===== config.mk =====
export PLATFORM = sky130hd
export DESIGN_NAME = mcu_bus_slave_flat
export DESIGN_NICKNAME = d
export VERILOG_FILES = /design/src/rtl/mcu_bus_pkg.sv /design/src/rtl/mcu_bus_if.sv /design/src/rtl/sync_ff.sv /design/src/rtl/mcu_bus_slave.sv /design/src/flat_wrapper.sv
export SDC_FILE = /design/constraint.sdc
export NUM_CORES = 1
export LEC_CHECK = 0
export ABC_AREA = 1
export BUFFER_PORTS_ARGS = -buffer_cell sky130_fd_sc_hd__buf_2
export CAP_MARGIN = 30
export CORE_MARGIN = 4
export CORE_UTILIZATION = 48
export CTS_BUF_LIST = sky130_fd_sc_hd__clkbuf_4 sky130_fd_sc_hd__clkbuf_8
export DETAILED_ROUTE_END_ITERATION = 10
export PLACE_DENSITY = 0.72
export SLEW_MARGIN = 20
export SYNTH_ARGS = -nofsm -noshare
export SYNTH_HDL_FRONTEND = slang
export SYNTH_SLANG_ARGS = --single-unit

===== constraint.sdc =====
create_clock -name clk -period 2.2 [get_ports clk]
set_input_delay 0.33 -clock clk [delete_from_list [all_inputs] [get_ports clk]]
set_output_delay 0.33 -clock clk [all_outputs]
set_load 0.03 [all_outputs]

===== src/rtl/mcu_bus_pkg.sv =====
// Shared types and helpers for the MCU parallel-bus slave.
package mcu_bus_pkg;

  typedef enum logic [2:0] {
    IDLE      = 3'd0,
    WR_HOLD   = 3'd1,
    WR_COMMIT = 3'd2,
    RD_SEL    = 3'd3,
    RD_WAIT   = 3'd4,
    RD_DRIVE  = 3'd5,
    RECOVER   = 3'd6
  } bus_state_t;

  localparam int DEFAULT_SYNC = 2;

  // An address selects a module only if it indexes one of the n modules,
  // i.e. every bit above the module index is zero (and the index is < n).
  function automatic logic idx_valid(input logic [31:0] addr, input logic [31:0] n);
    return (addr < n);
  endfunction

endpackage


===== src/rtl/mcu_bus_if.sv =====
// MCU-side pins of the FSMC-style async parallel bus.
interface mcu_bus_if #(
  parameter int AW    = 8,
  parameter int WIDTH = 16
);
  logic             mcu_ne;
  logic             mcu_noe;
  logic             mcu_nwe;
  logic [AW-1:0]    mcu_addr;
  logic [WIDTH-1:0] mcu_data_in;
  logic [WIDTH-1:0] mcu_data_out;
  logic             mcu_data_oe;

  modport master (
    output mcu_ne, mcu_noe, mcu_nwe, mcu_addr, mcu_data_in,
    input  mcu_data_out, mcu_data_oe
  );

  modport slave (
    input  mcu_ne, mcu_noe, mcu_nwe, mcu_addr, mcu_data_in,
    output mcu_data_out, mcu_data_oe
  );
endinterface


===== src/rtl/sync_ff.sv =====
// Single-bit multi-flop synchroniser; resets to 1 so idle active-low strobes
// never look asserted coming out of reset.
module sync_ff #(
  parameter int SYNC = 2
) (
  input  logic clk,
  input  logic rst_n,
  input  logic d,
  output logic q
);

  logic [SYNC-1:0] sync_q;
  logic [SYNC-1:0] sync_d;

  // Shift the asynchronous input one stage deeper each clock.
  always_comb begin
    sync_d = {sync_q[SYNC-2:0], d};
  end

  // Synchroniser chain register.
  always_ff @(posedge clk or negedge rst_n) begin
    if (!rst_n) begin
      sync_q <= {SYNC{1'b1}};
    end else begin
      sync_q <= sync_d;
    end
  end

  assign q = sync_q[SYNC-1];

endmodule


===== src/rtl/mcu_bus_slave.sv =====
// MCU async parallel-bus slave: synchronises the strobes, decodes the address
// into one-hot write/read strobes and returns the muxed read data to the pads.
// All outputs are registered; each transition computes the outputs that must
// be visible while the FSM sits in the state being entered.
module mcu_bus_slave
  import mcu_bus_pkg::*;
#(
  parameter int N     = 4,
  parameter int WIDTH = 16,
  parameter int AW    = 8,
  parameter int SYNC  = DEFAULT_SYNC
) (
  input  logic                 clk,
  input  logic                 reset,
  mcu_bus_if.slave             mcu,
  output logic [$clog2(N)-1:0] cs_addr,
  input  logic [WIDTH-1:0]     rd_data,
  output logic [WIDTH-1:0]     wr_data,
  output logic [N-1:0]         wr_en,
  output logic [N-1:0]         rd_en,
  output logic                 bus_err
);

  localparam int IW = $clog2(N);
  localparam logic [N-1:0] ONE_HOT_BASE = {{(N-1){1'b0}}, 1'b1};

  logic ne_s, noe_s, nwe_s;

  sync_ff #(.SYNC(SYNC)) u_sync_ne  (.clk(clk), .rst_n(reset), .d(mcu.mcu_ne),  .q(ne_s));
  sync_ff #(.SYNC(SYNC)) u_sync_noe (.clk(clk), .rst_n(reset), .d(mcu.mcu_noe), .q(noe_s));
  sync_ff #(.SYNC(SYNC)) u_sync_nwe (.clk(clk), .rst_n(reset), .d(mcu.mcu_nwe), .q(nwe_s));

  bus_state_t       state_q, state_d;
  logic [AW-1:0]    addr_q, addr_d;
  logic [WIDTH-1:0] data_q, data_d;
  logic [IW-1:0]    cs_addr_q, cs_addr_d;
  logic [WIDTH-1:0] wr_data_q, wr_data_d;
  logic [N-1:0]     wr_en_q, wr_en_d;
  logic [N-1:0]     rd_en_q, rd_en_d;
  logic             bus_err_q, bus_err_d;
  logic [WIDTH-1:0] data_out_q, data_out_d;
  logic             oe_q, oe_d;
  logic             rd_err_q, rd_err_d;

  // Address is held stable by the MCU, so it may be decoded straight from the pins.
  logic          pin_valid;
  logic [IW-1:0] pin_idx;
  assign pin_valid = idx_valid(32'(mcu.mcu_addr), 32'(N));
  assign pin_idx   = mcu.mcu_addr[IW-1:0];

  // Next-state and registered-output logic of the bus FSM.
  always_comb begin
    state_d    = state_q;
    addr_d     = addr_q;
    data_d     = data_q;
    cs_addr_d  = cs_addr_q;
    wr_data_d  = wr_data_q;
    wr_en_d    = {N{1'b0}};
    rd_en_d    = {N{1'b0}};
    bus_err_d  = 1'b0;
    data_out_d = data_out_q;
    oe_d       = oe_q;
    rd_err_d   = rd_err_q;
    case (state_q)
      IDLE: begin
        if (!ne_s && !noe_s && !nwe_s) begin
          bus_err_d = 1'b1;
          state_d   = RECOVER;
        end else if (!ne_s && !nwe_s) begin
          addr_d  = mcu.mcu_addr;
          data_d  = mcu.mcu_data_in;
          state_d = WR_HOLD;
        end else if (!ne_s && !noe_s) begin
          addr_d  = mcu.mcu_addr;
          oe_d    = 1'b1;
          state_d = RD_SEL;
          if (pin_valid) begin
            cs_addr_d = pin_idx;
            rd_en_d   = ONE_HOT_BASE << pin_idx;
            rd_err_d  = 1'b0;
          end else begin
            // Unmapped read: keep cs_addr, no pop, return zeros.
            bus_err_d = 1'b1;
            rd_err_d  = 1'b1;
          end
        end else begin
          state_d = IDLE;
        end
      end
      WR_HOLD: begin
        if (ne_s && !nwe_s) begin
          // Chip select dropped before the write strobe: discard the write.
          state_d = IDLE;
        end else if (nwe_s) begin
          state_d = WR_COMMIT;
          if (idx_valid(32'(addr_q), 32'(N))) begin
            wr_en_d   = ONE_HOT_BASE << addr_q[IW-1:0];
            wr_data_d = data_q;
          end else begin
            bus_err_d = 1'b1;
          end
        end else begin
          data_d = mcu.mcu_data_in;
        end
      end
      WR_COMMIT: begin
        state_d = IDLE;
      end
      RD_SEL: begin
        state_d = RD_WAIT;
      end
      RD_WAIT: begin
        // The mux register now holds the selected module's data.
        state_d    = RD_DRIVE;
        data_out_d = rd_err_q ? {WIDTH{1'b0}} : rd_data;
      end
      RD_DRIVE: begin
        if (noe_s || ne_s) begin
          oe_d    = 1'b0;
          state_d = IDLE;
        end else begin
          data_out_d = rd_err_q ? {WIDTH{1'b0}} : rd_data;
        end
      end
      RECOVER: begin
        if (noe_s && nwe_s) begin
          state_d = IDLE;
        end else begin
          state_d = RECOVER;
        end
      end
      default: begin
        oe_d    = 1'b0;
        state_d = IDLE;
      end
    endcase
  end

  // FSM state, latches and output registers; reset drops the pad drive at once.
  always_ff @(posedge clk or negedge reset) begin
    if (!reset) begin
      state_q    <= IDLE;
      addr_q     <= {AW{1'b0}};
      data_q     <= {WIDTH{1'b0}};
      cs_addr_q  <= {IW{1'b0}};
      wr_data_q  <= {WIDTH{1'b0}};
      wr_en_q    <= {N{1'b0}};
      rd_en_q    <= {N{1'b0}};
      bus_err_q  <= 1'b0;
      data_out_q <= {WIDTH{1'b0}};
      oe_q       <= 1'b0;
      rd_err_q   <= 1'b0;
    end else begin
      state_q    <= state_d;
      addr_q     <= addr_d;
      data_q     <= data_d;
      cs_addr_q  <= cs_addr_d;
      wr_data_q  <= wr_data_d;
      wr_en_q    <= wr_en_d;
      rd_en_q    <= rd_en_d;
      bus_err_q  <= bus_err_d;
      data_out_q <= data_out_d;
      oe_q       <= oe_d;
      rd_err_q   <= rd_err_d;
    end
  end

  assign cs_addr          = cs_addr_q;
  assign wr_data          = wr_data_q;
  assign wr_en            = wr_en_q;
  assign rd_en            = rd_en_q;
  assign bus_err          = bus_err_q;
  assign mcu.mcu_data_out = data_out_q;
  assign mcu.mcu_data_oe  = oe_q;

endmodule


===== src/flat_wrapper.sv =====
// flat-port wrapper written by rule: the top's interface ports become plain ports
module mcu_bus_slave_flat import mcu_bus_pkg::*;
#(
  parameter int N     = 4,
  parameter int WIDTH = 16,
  parameter int AW    = 8,
  parameter int SYNC  = DEFAULT_SYNC
)
  (clk, reset, cs_addr, rd_data, wr_data, wr_en, rd_en, bus_err, mcu_mcu_ne, mcu_mcu_noe, mcu_mcu_nwe, mcu_mcu_addr, mcu_mcu_data_in, mcu_mcu_data_out, mcu_mcu_data_oe);
  mcu_bus_if #(.AW(AW), .WIDTH(WIDTH)) mcu_i ();
  input  logic clk;
  input  logic reset;
  output logic [$clog2(N)-1:0] cs_addr;
  input  logic [WIDTH-1:0] rd_data;
  output logic [WIDTH-1:0] wr_data;
  output logic [N-1:0] wr_en;
  output logic [N-1:0] rd_en;
  output logic bus_err;
  input wire logic [$bits(mcu_i.mcu_ne)-1:0] mcu_mcu_ne;
  input wire logic [$bits(mcu_i.mcu_noe)-1:0] mcu_mcu_noe;
  input wire logic [$bits(mcu_i.mcu_nwe)-1:0] mcu_mcu_nwe;
  input wire logic [$bits(mcu_i.mcu_addr)-1:0] mcu_mcu_addr;
  input wire logic [$bits(mcu_i.mcu_data_in)-1:0] mcu_mcu_data_in;
  output wire logic [$bits(mcu_i.mcu_data_out)-1:0] mcu_mcu_data_out;
  output wire logic [$bits(mcu_i.mcu_data_oe)-1:0] mcu_mcu_data_oe;
  assign mcu_i.mcu_ne = mcu_mcu_ne;
  assign mcu_i.mcu_noe = mcu_mcu_noe;
  assign mcu_i.mcu_nwe = mcu_mcu_nwe;
  assign mcu_i.mcu_addr = mcu_mcu_addr;
  assign mcu_i.mcu_data_in = mcu_mcu_data_in;
  assign mcu_mcu_data_out = mcu_i.mcu_data_out;
  assign mcu_mcu_data_oe = mcu_i.mcu_data_oe;
  mcu_bus_slave #(.N(N), .WIDTH(WIDTH), .AW(AW), .SYNC(SYNC)) u_core (.clk(clk), .reset(reset), .mcu(mcu_i), .cs_addr(cs_addr), .rd_data(rd_data), .wr_data(wr_data), .wr_en(wr_en), .rd_en(rd_en), .bus_err(bus_err));
endmodule

# == Yosys cells after proc, flatten, opt, wreduce, memory -nomap -nowiden ==
# Index checks and enable logic that the tools add are counted.
# word_totals
ff_bits,78
input_bits,45
out_inout_bits,44
elab_cells,99
# op_classes
muxes,40
eq_ne,15
reduce_logical,22
bitwise_logic,4
n_shift,2
magnitude_cmp,2
# op_table
cell,count
$mux 16,6
$pmux 16 s2,2
$mux 4,9
$mux 3,6
$pmux 3 s6,1
$lt 8x3->1 const B,2
$mux 8,2
$reduce_and 5->1,3
$mux 1,11
$ne 2x2->1 const B,5
$eq 3x3->1 const B,3
$reduce_and 4->1,2
$shl 1x2->4 const A,2
$eq 3x2->1 const B,2
$ne 2x1->1 const B,3
$reduce_bool 2->1,3
$logic_and 1x1->1,5
$reduce_or 5->1,1
$not 1->1,4
$reduce_and 2->1,2
$eq 3x1->1 const B,1
$logic_not 1->1,3
$logic_not 3->1,1
$ne 3x2->1 const B,1
other kinds (5),5

# == Logic depth before layout (Yosys ltp) ==
# Gate-level depths: netlist of the first run.
# depth
depth_word,6
depth_mapped,8
ltp_nobuf,7

# == Cells and area by module ==
# From an unflattened synthesis of the first run, not the netlist that was laid out.
# hier_totals
cells_unflattened,353
hier_area_um2,3253.1
# by_module_without_submodules
mod,area_each_um2,instances,cells_per_inst,seq_area_each_um2
mcu_bus_slave,3095.5,1,347,1801.7
sync_ff,52.6,3,2,52.6

# == Worst setup path after synthesis of the first run ==
# Ideal clock, no wire load.
# synth_path
path_kind,register to register
start,register u_core.state_q[0]
end,register u_core.addr_q[1]
path_buffers,1
path_stages_with_launch,8
t_required_ps,2079
setup_time_ps,121
setup_slack_ps,940
arrival_time_ps,1139
period_less_slack_ps,1260
cell_sequence,dfrtp_1 nor2_2 nand2_2 inv_2 nand2_2 buf_6 nand2_1 o21ai_2
# synth_via
elab_chain_cells,2
# synth_rtl
item,line_no,rtl
start: declaration,mcu_bus_slave.sv:33,"bus_state_t state_q, state_d;"
start signal: assignment,mcu_bus_slave.sv:154,state_q <= state_d;
$logic_not 3->1,mcu_bus_slave.sv:64,case (state_q)
$reduce_and 3->1 (no line),n/a,
end signal: assignment,mcu_bus_slave.sv:143,addr_q <= {AW{1'b0}};
end signal: assignment,mcu_bus_slave.sv:155,addr_q <= addr_d;
end: declaration,mcu_bus_slave.sv:34,"logic [AW-1:0] addr_q, addr_d;"
# Every way passes these cells.
# A chain may end at the register's enable or synchronous reset.

# == Worst setup path after layout of the first run ==
# layout_path
start,register u_core.addr_q[3]
end,"register u_core.wr_en_q[0], in the netlist u_core.wr_en[0]"
# layout_via
elab_chain_cells,5
# layout_rtl
item,line_no,rtl
$lt 8x3->1,mcu_bus_pkg.sv:19,return (addr < n);
$mux 4,mcu_bus_slave.sv:96,"if (idx_valid(32'(addr_q), 32'(N))) begin"
$mux 4,mcu_bus_slave.sv:94,end else if (nwe_s) begin
$mux 4,mcu_bus_slave.sv:91,if (ne_s && !nwe_s) begin
$mux 4,mcu_bus_slave.sv:64,
net u_core.wr_en_d[0],mcu_bus_slave.sv:38,"logic [N-1:0] wr_en_q, wr_en_d;"
end signal: assignment,mcu_bus_slave.sv:147,wr_en_q <= {N{1'b0}};
end signal: assignment,mcu_bus_slave.sv:159,wr_en_q <= wr_en_d;
end: declaration,mcu_bus_slave.sv:38,
# The timed path passes the listed nets, and every way through them passes these cells.

==> results.toml, run 1 <==
[floorplanning]
ios = 89
start_util = 0.503
dieArea_um2 = 8140
row_count = 29
die_h_um = 90.2
coreArea_um2 = 6460
die_x_um = 90.2

[power]
p_clk_frac = 0.213
intPower_uw = 3120
vdd_ir_drop_max_v = 0.000684
p_seq_frac = 0.427
power_leakage_uw = 0.00224
power_switching_uw = 2140
p_sw_frac = 0.407
power_density_nw_per_um2 = 1330
pwr-share-comb = 0.360

[synthesis]
avgSynthCellArea_um2 = 9.55
synth_warnings = 0
ys_seq_area_frac = 0.603
syn-num-nets = 385
synth_area_um2 = 3250
synth-seq-cells = 78
post_synth_num_cell_types = 29
syn_inst = 340

[placed_design]
gp_congestion = 0.797
hpwl_um = 4900
dpl_worst_slack_ns = 0.320
portBuffers = 88

[cts]
cts.sinks = 78
cts.clk_slew.worst_paths_ns = 0.07
cts_tree = "built"
clockBufferDepth = 2
cts_htree_levels = 3
root_buffer = "clkbuf_8"
clock_latency_ns = 0.34
numCtsBuffers = 9

[sta]
fin_crit_sh = 0.857
worst_slew_pin_slew_ns = 0.684
fmax_mhz = 530
setup_slack_ns = 0.315
skew_ns = 0.00933
rsz0062_at_grt = "no"
worst_slew_margin_rel = 0.543
min_period_ns = 1.89
fin_setup_tns_ns = 0
setup_viol = 0
drv_slew = 0
hold_viol = 0

[route]
wl_um = 6820
drtIter0Drc = 123
routed_via_density = 5.01
num_vias = 2567
drtPass1Iterations = 4
drc_errors = 0
post_drt_wl_per_cell_um = 13.3
drtAntennaViolNets = 0

[setup_path]
crit_path_start_kind = "register"
crit_type = "register to register"
critical_path_arrival_ns = 2.12
cp_max_fo = 20
cp-end-kind = "register"
reg2reg_slack_ns = 0.31
cp.required_ns = 2.44

[global_routing]
grt_first_pass_wirelength_um = 11500
use_met3 = 0.0634
gr-usage-met1 = 0.205
antenna_found_initial = 0
grt_usage = 0.174
gr-total-overflow = 0
grt_util_met2 = 0.297
busiest_layer = "met2"
grt_max_degree = 45
grt_pass1_vias = 2531

[cells_and_area]
syn2layout_area_growth_pct = 21.5
final_nets = 475
diodes = 0
drive_gt1_frac = 0.317

[hold_path]
hold_path_class = "input port to register"

[run]
cap_violations = 0

[run_status]
status = "completed"
==> per-layer routing <==
layer | up-vias | routed length [um]
met2 | 83 | 3360
li1 | 1272 | -
met1 | 1204 | 2960
met5 | - | 0
met3 | 8 | 408
met4 | 0 | 86
==> cells in the mapped netlist (all sizes together) <==
library cell  number  area share
dfrtp             72        0.55
nand4              3       0.010
inv               17       0.021
or2                2      0.0039
clkinv             1      0.0012
nand2            134        0.16
nand3             65        0.11
a21oi              1      0.0015
dfstp              6       0.049
nor3               6       0.012
o21a               2      0.0046
clkbuf             1      0.0012
buf               10       0.026
o21ai              5       0.010
nor2              15       0.032
==> state kept, by name (all words and copies together), names as in the netlist <==
name,flops
u_core.addr_q,8
u_core.rd_en,4
u_core.rd_err_q,1
u_core.u_sync_noe.sync_q,2
u_core.bus_err,1
u_core.u_sync_ne.sync_q,2
u_core.mcu.mcu_data_out,16
u_core.state_q,3
u_core.wr_en,4
u_core.u_sync_nwe.sync_q,2
u_core.wr_data,16
u_core.data_q,16
u_core.cs_addr,2
u_core.mcu.mcu_data_oe,1
==> path summary, 6_finish.rpt <==
check | start | to | cells after the start
max reg2reg | u_core.addr_q[3]$_DFFE_PN0P_ | u_core.wr_en[0]$_DFF_PN0_ | 4
min | mcu_mcu_nwe | u_core.u_sync_nwe.sync_q[0]$_DFF_PN1_ | 1
min reg2reg | u_core.u_sync_ne.sync_q[0]$_DFF_PN1_ | u_core.u_sync_ne.sync_q[1]$_DFF_PN1_ | 0
min in group asynchronous | reset | u_core.wr_data[15]$_DFFE_PN0P_ | 2
max | u_core.addr_q[3]$_DFFE_PN0P_ | u_core.wr_en[0]$_DFF_PN0_ | 4
max in group asynchronous | reset | u_core.u_sync_noe.sync_q[1]$_DFF_PN1_ | 3
==> cells by family (layout without fill, tap and decap cells) <==
| logic type | count (synthesis) | in the layout | synth area share |
|---|---|---|---|
| AOI/OAI and AO/OA | 8 | 8 | 0.0162 |
| buffers and inverters | 29 | 124 | 0.0493 |
| DFF | 78 | 78 | 0.603 |
| and+or+nand+nor | 225 | 225 | 0.331 |
==> critical path, cell delays in order (launching register included) <==
cell	delay [ns]
dfrtp_1	0.38
or2_1	0.27
nor2_4	0.34
nand2_1	0.51
nor3_1	0.29
==> layout make-up <==
| class | count | area, um2 |
|---|---|---|
| clock inverters | 3 | 42.5 |
| fillers | 571 | 2510 |
| repair buffers | 90 | 473 |
| inverters | 18 | 72.6 |
| flip-flops and latches | 78 | 1960 |
| clock buffers | 13 | 173 |
| multi-input cells | 233 | 1130 |
| well taps | 77 | 96.3 |
==> cell usage in the layout (no fill, tap or decap), types with 2 or more instances in the layout <==
| cell type | count |
|---|---|
| nor2_4 | 4 |
| o21a_1 | 2 |
| inv_2 | 3 |
| nor3_1 | 4 |
| clkbuf_8 | 12 |
| nor2_1 | 9 |
| dfstp_2 | 6 |
| nand4_1 | 2 |
| o21ai_0 | 3 |
| nand2_2 | 6 |
| nor3_2 | 2 |
| nand2_4 | 2 |
| nand3_1 | 63 |
| nand2_1 | 126 |
| o21ai_2 | 2 |
| buf_2 | 87 |
| dfrtp_1 | 72 |
| inv_4 | 2 |
| inv_1 | 12 |
| nand3_4 | 2 |
==> through the flow <==
stage	hold WS (ns)	total power, uW	utilization	instance area (um2)	std cells
after detailed placement	0.347	4190	0.576	3720	495
after floorplan	0.0344	3660	-	3250	340
after global placement	0.347	4130	0.576	3720	495
after global routing	0.0458	5640	0.611	3940	512
after CTS	0.0651	5330	0.611	3940	512
final	0.0899	5260	0.611	3940	512
==> timing repair <==
item / in CTS / in global routing
gates resized for setup: 0 / 0
hold buffers: 1 / 0
endpoints found under the setup margin: 0 / 0
hold endpoints to repair: 43 / 0
buffers inserted: 0 / 0
==> power by group through the flow <==
stage | combinational, uW | clock (uW) | sequential [uW]
2_1_floorplan | 902 | 0 | 2760
6_report | 1900 | 1120 | 2240
5_1_grt | 2090 | 1230 | 2320
3_5_place_dp | 1920 | 0 | 2270
3_3_place_gp | 1870 | 0 | 2260
4_1_cts | 1920 | 1150 | 2250
Note: power is estimated with default switching activity, not from simulation.
==> run 2: changes to the inputs <==
CORE_UTILIZATION = 45   (was 48)
PLACE_DENSITY = 0.68   (was 0.72)
==> results.toml, run 2 (synthesis gave the netlist of run 1 again) <==
[cts]
numCtsBuffers = 9
hold_buffers = 0
cts_resized = 0
clock_latency_ns = 0.33
cts_htree_levels = 3
clockBufferDepth = 2
cts_tree = "built"
post_cts_buffers = 0
cts.sinks = 78
root_buffer = "clkbuf_8"
cts.clk_slew.worst_paths_ns = 0.08

[cells_and_area]
layout_commonest_cell = "nand2_1"
diodes = 0
final_nets = 476
drive_gt1_frac = 0.320
fillers = 675
syn2layout_area_growth_pct = 21.8
final_cell_mix = "nand2_1, buf_2, dfrtp_1"

[run_status]
status = "completed"

[sta]
rsz0062_at_grt = "no"
fin_setup_tns_ns = 0
worst_slew_margin_rel = 0.512
worst_slew_pin_slew_ns = 0.732
fmax_mhz = 558
hold_viol = 0
setup_viol = 0
whs_ns = 0.0629
skew_ns = 0.00463
min_period_ns = 1.79
fin_crit_sh = 0.814
drv_slew = 0

[route]
wl_um = 6730
post_drt_wl_per_cell_um = 12.7
drtPass1Iterations = 4
drc_errors = 0
num_vias = 2520
drtAntennaViolNets = 0
routed_via_density = 4.75
drtIter0Drc = 95

[global_routing]
grt_max_degree = 61
grt_pass1_vias = 2496
antenna_found_initial = 0
gr-total-overflow = 0
grt_usage = 0.166
grt_first_pass_wirelength_um = 11500

[floorplanning]
coreArea_um2 = 6910
die_h_um = 92.9
dieArea_um2 = 8640
ios = 89
row_count = 30
start_util = 0.470
die_x_um = 92.9

[setup_path]
cp.required_ns = 2.43
crit_chain = "inv_4 > nand3_4 > nor2_8 > nand2_1 > nor3_1"
crit_path_start = "u_core.state_q[1]$_DFFE_PN0P_"
crit_family = "simple AND/OR/NAND/NOR gates"
slowest_stage = "nand2_1"
crit_buf_inv = 1
crit_path_start_kind = "register"
cp-end-kind = "register"
critical_path_arrival_ns = 2.02
cp_max_fo = 20
crit_type = "register to register"
max_stage_delay_ns = 0.44
rr_startpoint = "u_core.state_q[1]$_DFFE_PN0P_"

[placed_design]
portBuffers = 88
gp_congestion = 0.745
hpwl_um = 4830

[run]
cap_violations = 0

[power]
power_density_nw_per_um2 = 1330
vdd_ir_drop_max_v = 0.000612
power_leakage_uw = 0.00224

[hold_path]
hold_path_class = "input port to asynchronous set/reset pin"
-- run 2: path summary, 6_finish.rpt --
path | to | slack (ns) | cells past startpoint
setup / recovery | u_core.wr_en[0]$_DFF_PN0_ | 0.41 | 5
hold / removal | u_core.wr_en[1]$_DFF_PN0_ | 0.06 | 1
setup reg to reg | u_core.wr_en[0]$_DFF_PN0_ | 0.41 | 5
hold reg to reg | u_core.u_sync_noe.sync_q[1]$_DFF_PN1_ | 0.36 | 0
max in group asynchronous | u_core.wr_data[0]$_DFFE_PN0P_ | 1.51 | 2
min in group clk | u_core.u_sync_noe.sync_q[0]$_DFF_PN1_ | 0.09 | 1
-- run 2: cell type report --
| cell class | instances | area (um2) | share of cell area |
|---|---|---|---|
| clock buffer | 11 | 139 | 0.0351 |
| multi-input combinational | 233 | 1130 | 0.285 |
| timing repair buffer | 91 | 465 | 0.118 |
| clock inverter | 4 | 72.6 | 0.0183 |
| tap | 96 | 120 | 0.0304 |
| inverter | 18 | 72.6 | 0.0183 |
| sequential | 78 | 1960 | 0.495 |
-- run 2: metrics by stage --
stage               instances  power [uW]  instance area [um2]   util  worst slack, ns
floorplan                 340        3660                 3250      -            0.940
global placement          516        4140                 3740  0.542            0.503
detailed placement        516        4190                 3740  0.542            0.406
CTS                       531        5340                 3960  0.573            0.392
global route              531        5670                 3960  0.573            0.195
finish                    531        5280                 3960  0.573            0.409
-- run 2: power by group --
group | switching, uW | internal, uW | leakage, uW
logic | 1350 | 544 | 0.00113
clock network | 479 | 657 | 0.000106
registers | 299 | 1950 | 0.00100
-- run 2: per-layer routing --
metal,track usage,up-vias,wire (um),part of all wire
met5,0,-,0,0
li1,-,1274,-,-
met3,0.0333,9,418,0.062
met2,0.272,84,3170,0.47
met4,0.0476,0,80,0.012
met1,0.224,1153,3050,0.45
